**config.mk**
```make
export PLATFORM = sky130hd
export DESIGN_NAME = imm_load_sequencer
export DESIGN_NICKNAME = d
export VERILOG_FILES = /design/src/rtl/imm_load_sequencer.sv
export SDC_FILE = /design/constraint.sdc
export NUM_CORES = 1
export LEC_CHECK = 0
export ABC_AREA = 1
export CAP_MARGIN = 5
export CORE_MARGIN = 1
export CORE_UTILIZATION = 30
export CTS_CLUSTER_DIAMETER = 120
export DETAILED_ROUTE_END_ITERATION = 7
export GPL_TIMING_DRIVEN = 0
export PLACE_DENSITY_LB_ADDON = 0.15
export SETUP_SLACK_MARGIN = 0.3
export SLEW_MARGIN = 20
export SYNTH_ARGS = -nofsm -noshare
export SYNTH_HDL_FRONTEND = slang
export SYNTH_SLANG_ARGS = --single-unit
export TNS_END_PERCENT = 1
```
**constraint.sdc**
```tcl
create_clock -name clk -period 1.5 [get_ports clk]
set_input_delay 0.15 -clock clk [delete_from_list [all_inputs] [get_ports clk]]
set_output_delay 0.15 -clock clk [all_outputs]
set_load 0.03 [all_outputs]
```
**src/rtl/imm_load_sequencer.sv**
```systemverilog
// ---------------------------------------------------------------------------
// imm_load_sequencer : expands li rd, imm32 into LUI and/or ORI micro-ops
// Rev 1.0
// ---------------------------------------------------------------------------
`default_nettype none

module imm_load_sequencer #(
  parameter int CNT_W = 8
) (
  input  logic             clk,
  input  logic             rst,
  input  logic             req_valid,
  output logic             req_ready,
  input  logic [31:0]      req_imm,
  input  logic [4:0]       req_rd,
  output logic             uop_valid,
  input  logic             uop_ready,
  output logic [1:0]       uop_op,
  output logic [4:0]       uop_rd,
  output logic [4:0]       uop_rs,
  output logic [15:0]      uop_imm16,
  output logic [31:0]      uop_ext,
  output logic             uop_last,
  output logic             busy,
  output logic [CNT_W-1:0] load_count
);

  localparam logic [1:0] S_IDLE    = 2'd0;
  localparam logic [1:0] S_EMIT_HI = 2'd1;
  localparam logic [1:0] S_EMIT_LO = 2'd2;

  localparam logic [1:0] OP_NONE = 2'b00;
  localparam logic [1:0] OP_LUI  = 2'b01;
  localparam logic [1:0] OP_ORI  = 2'b10;

  logic [1:0]       state_q,     state_d;
  logic [15:0]      lo_q,        lo_d;
  logic [4:0]       rd_q,        rd_d;
  logic             valid_q,     valid_d;
  logic [1:0]       op_q,        op_d;
  logic [4:0]       urd_q,       urd_d;
  logic [4:0]       urs_q,       urs_d;
  logic [15:0]      imm16_q,     imm16_d;
  logic [31:0]      ext_q,       ext_d;
  logic             last_q,      last_d;
  logic [CNT_W-1:0] count_q,     count_d;

  logic        w_accept;
  logic        w_fire;
  logic [15:0] w_req_hi;
  logic [15:0] w_req_lo;

  assign w_req_hi = req_imm[31:16];
  assign w_req_lo = req_imm[15:0];
  assign w_accept = req_valid && (state_q == S_IDLE);
  assign w_fire   = valid_q && uop_ready;

  always_comb begin
    state_d = state_q;
    lo_d    = lo_q;
    rd_d    = rd_q;
    valid_d = valid_q;
    op_d    = op_q;
    urd_d   = urd_q;
    urs_d   = urs_q;
    imm16_d = imm16_q;
    ext_d   = ext_q;
    last_d  = last_q;
    count_d = count_q;

    case (state_q)
      S_IDLE: begin
        // rd == 0 loads are architecturally dead and are dropped here
        if (w_accept && (req_rd != 5'd0)) begin
          lo_d    = w_req_lo;
          rd_d    = req_rd;
          valid_d = 1'b1;
          urd_d   = req_rd;
          urs_d   = 5'd0;
          if (w_req_hi != 16'd0) begin
            state_d = S_EMIT_HI;
            op_d    = OP_LUI;
            imm16_d = w_req_hi;
            ext_d   = {w_req_hi, 16'd0};
            last_d  = (w_req_lo == 16'd0);
          end else begin
            state_d = S_EMIT_LO;
            op_d    = OP_ORI;
            imm16_d = w_req_lo;
            ext_d   = {16'd0, w_req_lo};
            last_d  = 1'b1;
          end
        end
      end

      S_EMIT_HI: begin
        if (w_fire) begin
          if (lo_q == 16'd0) begin
            state_d = S_IDLE;
            valid_d = 1'b0;
            op_d    = OP_NONE;
            urd_d   = 5'd0;
            urs_d   = 5'd0;
            imm16_d = 16'd0;
            ext_d   = 32'd0;
            last_d  = 1'b0;
            count_d = count_q + 1'b1;
          end else begin
            // second op ORs the low half into the value LUI just wrote
            state_d = S_EMIT_LO;
            op_d    = OP_ORI;
            urd_d   = rd_q;
            urs_d   = rd_q;
            imm16_d = lo_q;
            ext_d   = {16'd0, lo_q};
            last_d  = 1'b1;
          end
        end
      end

      S_EMIT_LO: begin
        if (w_fire) begin
          state_d = S_IDLE;
          valid_d = 1'b0;
          op_d    = OP_NONE;
          urd_d   = 5'd0;
          urs_d   = 5'd0;
          imm16_d = 16'd0;
          ext_d   = 32'd0;
          last_d  = 1'b0;
          count_d = count_q + 1'b1;
        end
      end

      default: begin
        state_d = S_IDLE;
        valid_d = 1'b0;
        op_d    = OP_NONE;
      end
    endcase
  end

  always_ff @(posedge clk) begin
    if (rst) begin
      state_q <= S_IDLE;
      lo_q    <= 16'd0;
      rd_q    <= 5'd0;
      valid_q <= 1'b0;
      op_q    <= OP_NONE;
      urd_q   <= 5'd0;
      urs_q   <= 5'd0;
      imm16_q <= 16'd0;
      ext_q   <= 32'd0;
      last_q  <= 1'b0;
      count_q <= '0;
    end else begin
      state_q <= state_d;
      lo_q    <= lo_d;
      rd_q    <= rd_d;
      valid_q <= valid_d;
      op_q    <= op_d;
      urd_q   <= urd_d;
      urs_q   <= urs_d;
      imm16_q <= imm16_d;
      ext_q   <= ext_d;
      last_q  <= last_d;
      count_q <= count_d;
    end
  end

  assign req_ready  = (state_q == S_IDLE);
  assign busy       = (state_q != S_IDLE);
  assign uop_valid  = valid_q;
  assign uop_op     = op_q;
  assign uop_rd     = urd_q;
  assign uop_rs     = urs_q;
  assign uop_imm16  = imm16_q;
  assign uop_ext    = ext_q;
  assign uop_last   = last_q;
  assign load_count = count_q;

endmodule

`default_nettype wire
```
# After elaboration in Yosys (flattened, before gate mapping)
# Index checks and enable logic that the tools add are counted.
# W data, S select, Z words.
# classes
mux	39
reduce_logical	16
n_eq_ne	6
addsub	1
# op_table
operator	count
$mux W32	4
$mux W16	6
$pmux W32 S3	1
$pmux W16 S3	1
$logic_not A16 Y1	2
$pmux W5 S3	2
$mux W5	5
$mux W8	3
$pmux W8 S2	1
$reduce_bool A16 Y1	1
$reduce_and A4 Y1	3
$mux W2	5
$add A8 B1 Y8 const B	1
$mux W1	8
$ne A2 B2 Y1 const B	3
$pmux W1 S3	2
$pmux W2 S3	1
$reduce_bool A5 Y1	1
$reduce_bool A2 Y1	2
$logic_and A1 B1 Y1	3
$reduce_and A3 Y1	1
$reduce_bool A3 Y1	1
$eq A2 B1 Y1 const B	1
$eq A2 B2 Y1 const B	1
other kinds (3)	3
# totals
output_inout_bits	72
inputBits	41
ff_bits	91
elab_cells	72

# Longest topological paths before layout
# Gate-level depths: netlist of the first run.
# depth
word_depth	5
mapped_depth	13
mapped_depth_nobuf	12

# Worst setup path before layout of the first run
# Ideal clock, no wire load.
# synth_path
kind	register -> register
start	register uop_op[0] (netlist name)
end	register ext_q[12], in the netlist uop_ext[12]
synth_period_minus_slack_ps	2038
setup_slack_ps	-538
path_buffers	2
arrival_ps	1973
setup_time_ps	65
required_time_ps	1435
stages_incl_launch_ff	14
path_cell_list	dfxtp_1 inv_1 ha_1 nand2_1 inv_2 nand2_2 nand2_2 nand2_4 inv_4 nand2_4 buf_6 buf_6 nor2_1 nor2_1
# synth_lines
element	line_no	rtl
to (signal assigned)	165	ext_q <= ext_d;
to (decl)	44	logic [31:0] ext_q, ext_d;

==> results.md, run 1 <==
- Area grow syn2layout: 49.1%
- CTS tree: done
- Share of the synthesized area in the top cell type: 43.1%
- Max Transition Viols Final: 0
- Post-synthesis cell count: 638
- CTS Sinks: 91
- CP dominant cell by count: buf_6
- Nets: 823
- Final worst slack: -211 ps
- Gpl congestion: 0.848
- Detailed Route WL: 14.2 mm
- Post-synth top area cell: dfxtp_1
- Worst-Skew Late Latency: 340 ps
- Via Count: 4457
- Final hold vios: 0
- HP Class: in2reg
- Die Wd: 121 um
- Reg area: 1830 um2
- Status: finished with violations
- Hold Path Origin: req_rd[2]
- Worst R2R Setup Slack: -210 ps
- Setup crit end: uop_rs[3]$_SDFFE_PP0P_
- Setup Crit Path Kind: reg2reg
- Worst Path Required: 1770 ps
- DR WL/cell: 14.8 um
- Detailed Place HPWL: 10.2 mm
- Rows: 43
- Ys Warns: 0
- Sequential element share of the synthesized area: 43.1%
- Initial antenna violation count: 0
- Cell area after layout: 6300 um2
- Worst path slowest cell: dfxtp_4
- Asr flop ratio synth: 0%
- Max Fclk: 0.584 GHz
- DIE HEIGHT: 121 um
- RSZ-0062 raised after global routing: true
- Hold Path Cell Cnt: 3
- Syn Area/Cell: 6.63 um2
- Maximum fanout along the worst path: 7
- Pleak: 0.00281 uW
- Worst hold slack: 457 ps
- Antenna fix cells: 0
- Pwr Density: 2640 nW/um2
- Residual DRC: 0
- Clock Tree Root: clkbuf_16
- Fill cells: 1424
- Dpl cell area: 5610 um2
- Layout cells sized above 1: 24.0%
- MaxCap Viol Count: 0
- Drt first-iter violations: 253
- H-tree lvl count: 3
- Worst slew pin tran: 659 ps
- TritonCTS buffer count: 9
- Pre-antenna DRT Iters: 5
- VDD IR max: 1.04 mV
- Reg2reg start: uop_op[1]$_SDFFE_PP0P_
- R2R depth: 10
- Cts hold-fix bufs: 0
- # setup viols final: 79
- CP cell instances: inv_4, ha_4, buf_6, o21ai_4, nand2_8, nor2_4, buf_12, buf_6, o21ai_0, nor2_1
- All-layer global routing usage: 19.8%
- Via density: 4.63
- Largest stage delay on the critical path: 380 ps
- Detail Route Antenna Nets: 0
- Critical path arrival: 1990 ps
- Yosys reg bits: 91
- Ports: 113
- Clock transition at path regs: 60 ps
- Startpoint types: flop
- Grt total ovfl: 0
- Syn nets: 684
- First-pass GRT wire length: 22.3 mm
- Die area: 14600 um2
- Post-synth EDFFs: 0
- Starting density of the core: 30.6%
- Mapped Area: 4230 um2
- Slew HR: 56.1%
- Core area: 13800 um2
- PortBufs: 112
- Synth Flop Type: dfxtp_1
- Largest net degree at the start of global routing: 14
- Worst Setup SP: uop_op[1]$_SDFFE_PP0P_
- Failing checks: negative setup slack
- Crit path time final: 1710 ps
- Synth area leaders: dfxtp_1 43%, nor2_1 15%, nand2_1 12%
- Tcrit/Tclk final: 114%
- Library cells used by synthesis: 27
- Clock skew: 7.38 ps
- Multi-input logic area: 2270 um2
- Reg-to-Reg End: uop_rs[3]$_SDFFE_PP0P_
- CP Capture Type: flop
- Deepest clock path buffer count: 2
- Vias in the first global route: 4374
area by class of cell:
type,instances,share of cell area (%)
inverters,53,3.37
flip-flops and latches,91,29.0
multi-input cells,461,36.1
clock buffers,15,4.56
clock inverters,1,0.0794
repair buffers,127,18.9
well taps,180,3.57
plain buffers,34,4.43
metal layers:
metal  part of all wire, %  vias to the layer above  global-route usage [%]
li1                      -                     2276                       -
met3                   4.3                       19                    2.50
met5                     0                        -                       0
met2                    47                      102                    32.4
met1                    47                     2060                    26.3
met4                   2.1                        0                    7.95
power by group:
group	total (uW)	switching, uW	leakage, uW	internal (uW)
combinational	10600	6610	0.00191	3960
sequential	3840	496	0.000752	3350
clock	2250	949	0.000146	1310
cells in the final DEF (no fill, tap or decap), types with 2 or more instances in the layout:
master	instances
buf_6	10
inv_4	2
buf_12	3
nand2_4	9
nand2_8	2
inv_1	46
clkbuf_2	18
o21ai_4	2
ha_1	2
xor2_1	3
clkdlybuf4s50_1	40
buf_4	19
ha_4	2
nand2_2	9
nor2_4	3
clkbuf_16	9
nor2_1	154
nor3_1	5
o21ai_2	7
nand3_1	22
nand2_1	123
a21oi_2	2
nor2_2	19
clkdlybuf4s15_2	43
dfxtp_1	89
nand3b_1	2
a21oi_1	13
clkbuf_8	5
nand4_1	7
o21ai_1	18
o21ai_0	54
inv_2	2
buf_8	2
clkbuf_1	11
dfxtp_4	2
buf_2	10
state kept, by name, indices dropped and copies added, names as in the netlist:
signal	flops
uop_rs	5
uop_rd	5
load_count	8
uop_op	2
uop_ext	32
lo_q	16
uop_imm16	16
uop_last	1
uop_valid	1
rd_q	5
critical path, delay by kind of cell (launching register included):
kind | cells | cell delay, ps
AOI/OAI and AO/OA | 2 | 270
buffers and inverters | 4 | 430
DFF | 1 | 380
adders and majority gates | 1 | 150
and+or+nand+nor | 3 | 420
worst min-delay path by stage:
stage	to	slack (ps)
4_1_cts	rd_q[2]$_SDFFE_PP0P_	450
6_report	rd_q[2]$_SDFFE_PP0P_	460
2_1_floorplan	rd_q[2]$_SDFFE_PP0P_	300
3_5_place_dp	rd_q[3]$_SDFFE_PP0P_	470
5_1_grt	rd_q[2]$_SDFFE_PP0P_	490
3_3_place_gp	rd_q[2]$_SDFFE_PP0P_	450
kinds of logic after synthesis:
group	after synthesis	share of synthesized area, %
xor+xnor	3	0.621
compound gates	96	11.6
buf+inv	87	8.91
fa+ha+maj	5	1.48
flops	91	43.1
simple gates	356	34.3
through the flow:
step | TNS [ps] | power (uW) | utilization [%] | cells | worst slack [ps]
4_1_cts | -9530 | 16200 | 45.1 | 956 | -204
2_1_floorplan | -11990 | 9650 | - | 638 | -243
5_1_grt | -15710 | 17900 | 45.6 | 962 | -285
3_5_place_dp | -33500 | 12800 | 40.6 | 930 | -703
6_report | -9450 | 16700 | 45.6 | 962 | -211
3_3_place_gp | -32140 | 12700 | 40.6 | 930 | -675
synth_stat cells, types with 3 or more instances:
master	number
nand4_1	7
clkbuf_1	16
ha_1	5
nand3_1	23
buf_2	10
nor2_2	7
buf_4	3
o21ai_1	3
nor3_1	5
dfxtp_1	91
inv_1	49
o21ai_0	77
a21oi_1	15
nor2_1	168
buf_6	3
nand2_1	139
xor2_1	3
timing repair:
action | CTS | global route
buffers inserted | 7 | 3
cloned | 3 | 3
gates resized for setup | 293 | 72
endpoints found under the setup margin | 163 | 114
pin swaps | 16 | 10
(Power assumes the default switching activity.)
==> run 2: changes to the inputs <==
- CAP_MARGIN: 5 -> 10
==> results of run 2 <==
Final layout, timing and power as in run 1 (identical DEF).
==> run 3: changes to the inputs <==
- GPL_TIMING_DRIVEN: 0 -> default
- clock period: 1.5 -> 1.7 ns (I/O delays scaled with it)
==> run 3 against run 2 <==
The flow now finishes without violations. Clock skew is 4.2 ps higher. Total power is 17% lower. Wire length is 8.2% lower. Worst hold slack better by 11 ps. Design area is 1.6% higher. Sequential share of layout area is 0.46 points lower. Via count is 2.0% lower. Worst setup slack better by 280 ps. Global-route usage is 1.6 points lower. Critical path depth stayed put. Maximum frequency is 4.8% higher. Core utilization is 0.74 points higher. Critical path type unchanged. Critical endpoint is now uop_ext[1]$_SDFFE_PP0P_. Largest cell class unchanged.
==> results.md, run 3 (synthesized netlist as in run 1, its figures left out) <==
- Pleak: 0.00379 uW (+35%)
- Largest net degree at the start of global routing: 65 (+51)
- Detail Route Antenna Nets: 0 (unchanged)
- Startpoint types: flop
- Clock transition at path regs: 70 ps (about the same)
- Final worst slack: 67.2 ps (+278 ps)
- Final hold vios: 0 (unchanged)
- Clock Tree Root: clkbuf_16
- Pwr Density: 2170 nW/um2 (-18%)
- CTS tree: done
- Gpl congestion: 0.781 (-7.9%)
- Max reg flops: 32 (unchanged)
- Nets: 816 (-0.85%)
- Vias in the first global route: 4236 (-3.2%)
- Cts hold-fix bufs: 0 (unchanged)
- CTS Sinks: 91 (unchanged)
- Max Transition Viols Final: 0 (unchanged)
- Slew HR: 75.6% (+19 points)
- All-layer global routing usage: 18.2% (-1.6 points)
- Critical path arrival: 1870 ps (-120 ps)
- Maximum fanout along the worst path: 9 (+2)
- VDD IR max: 0.859 mV (-17%)
- Residual DRC: 0 (unchanged)
- Worst R2R Setup Slack: 70 ps (+280 ps)
- Status: completed
- Initial antenna violation count: 0 (unchanged)
- Fill cells: 1420 (-0.28%)
- Deepest clock path buffer count: 2 (unchanged)
- Antenna fix cells: 0 (unchanged)
- Ports: 113 (unchanged)
- RSZ-0062 raised after global routing: true
- Worst Path Required: 1930 ps (+160 ps)
- Setup Crit Path Kind: reg2reg
- Pre-antenna DRT Iters: 4 (-1)
- First-pass GRT wire length: 20.9 mm (-6.4%)
- CP Capture Type: flop
- Max Fclk: 0.612 GHz (+4.8%)
- Commonest cells after routing, fill and taps aside: 160 x nor2_1, 134 x nand2_1, 89 x dfxtp_1, 68 x dlymetal6s2s_1, 64 x o21ai_0
- Core area: 13800 um2 (unchanged)
- Worst slew pin tran: 366 ps (-293 ps)
- Die area: 14600 um2 (unchanged)
- Dpl ws: -299 ps (+405 ps)
- Grt total ovfl: 0 (unchanged)
- Detailed Place HPWL: 9.24 mm (-9.5%)
- Worst-Skew Late Latency: 340 ps (about the same)
- Clock skew: 11.6 ps (+4.23 ps)
- Final total power: 13900 uW (-17%)
- Rows: 43 (unchanged)
- HP Class: reg2reg
- Most common cell after layout, fill and taps aside: nor2_1
- DR WL/cell: 13.7 um (-7.4%)
- Via density: 4.58 (-1.2%)
- H-tree lvl count: 3 (unchanged)
- Layout cells sized above 1: 13.0% (-11 points)
- Drt first-iter violations: 257 (+1.6%)
- Via Count: 4368 (-2.0%)
- MaxCap Viol Count: 0 (unchanged)
- Crit path time final: 1630 ps (-78.4 ps)
- PortBufs: 112 (unchanged)
- TritonCTS buffer count: 9 (unchanged)
- Tcrit/Tclk final: 96.0% (-18 points)
- Starting density of the core: 30.6% (unchanged)
- Detailed Route WL: 13.0 mm (-8.2%)
- DIE HEIGHT: 121 um (unchanged)
- # setup viols final: 0 (-100%)
- Area grow syn2layout: 51.5%
- Worst hold slack: 468 ps (+11.1 ps)
- Die Wd: 121 um (unchanged)
run 3: cell count changes in the layout (fill, tap and decap cells not counted), sizes merged:
cell	previous run	this run
dlymetal6s2s	1	68
clkdlybuf4s15	44	0
clkbuf	44	13
inv	50	52
buf	45	44
clkdlybuf4s18	1	0
clkdlybuf4s50	40	41
clkinvlp	1	2
dlygate4sd2	1	0
nor2	177	176
run 3: report_power, final:
| part | internal [uW] | switching [uW] |
|---|---|---|
| Sequential | 2950 | 430 |
| Clock | 1060 | 849 |
| Combinational | 3350 | 5240 |
| Total | 7370 | 6520 |
run 3: cell type report:
type | count | area, um2 | share of cell area, %
clock buffer | 11 | 253 | 3.94
timing repair buffer | 155 | 1740 | 27.2
clock inverter | 4 | 23.8 | 0.371
multi-input combinational | 460 | 2120 | 33.0
sequential | 91 | 1830 | 28.5
inverter | 53 | 219 | 3.42
tap | 180 | 225 | 3.51
run 3: final timing paths:
check	start	endpoint	depth (start not counted)
worst max register to register	uop_op[1]$_SDFFE_PP0P_	uop_ext[1]$_SDFFE_PP0P_	10
worst min register to register	rd_q[2]$_SDFFE_PP0P_	rd_q[2]$_SDFFE_PP0P_	2
worst min-delay path	rd_q[2]$_SDFFE_PP0P_	rd_q[2]$_SDFFE_PP0P_	2
worst max-delay path	uop_op[1]$_SDFFE_PP0P_	uop_ext[1]$_SDFFE_PP0P_	10
run 3: what timing repair did:
| item | 4_1_cts | 5_1_grt |
|---|---|---|
| gates cloned | 0 | 1 |
| endpoints found under the hold margin | 0 | 0 |
| setup buffers | 2 | 0 |
| endpoints found under the setup margin | 158 | 163 |
| gates resized for setup | 12 | 127 |
| pin swaps | 0 | 5 |
run 3: layer usage:
metal | GRT usage (%) | vias up | routed length (um)
li1 | - | 2257 | -
met1 | 24.1 | 1991 | 6220
met2 | 30.0 | 107 | 6110
met3 | 2.69 | 13 | 521
met4 | 6.56 | 0 | 189
met5 | 0 | - | 0
run 3: through the flow:
stage / std cells / utilization [%] / TNS, ps / area, um2
6_report: 954 / 46.3 / 0 / 6410
5_1_grt: 954 / 46.3 / -46.0 / 6410
4_1_cts: 953 / 44.1 / 0 / 6100
3_5_place_dp: 936 / 41.9 / -8150 / 5790
3_3_place_gp: 936 / 41.9 / -6930 / 5790
2_1_floorplan: 638 / - / -738 / 4270
run 3: critical path: stages (launching register included):
cell and delay (ps):
dfxtp_4 380, inv_4 40, ha_2 200, o21ai_4 170, nand2_4 90, buf_4 160, inv_8 70, nand2_8 70
clkbuf_16 180, nor2_1 90, nor2_1 50
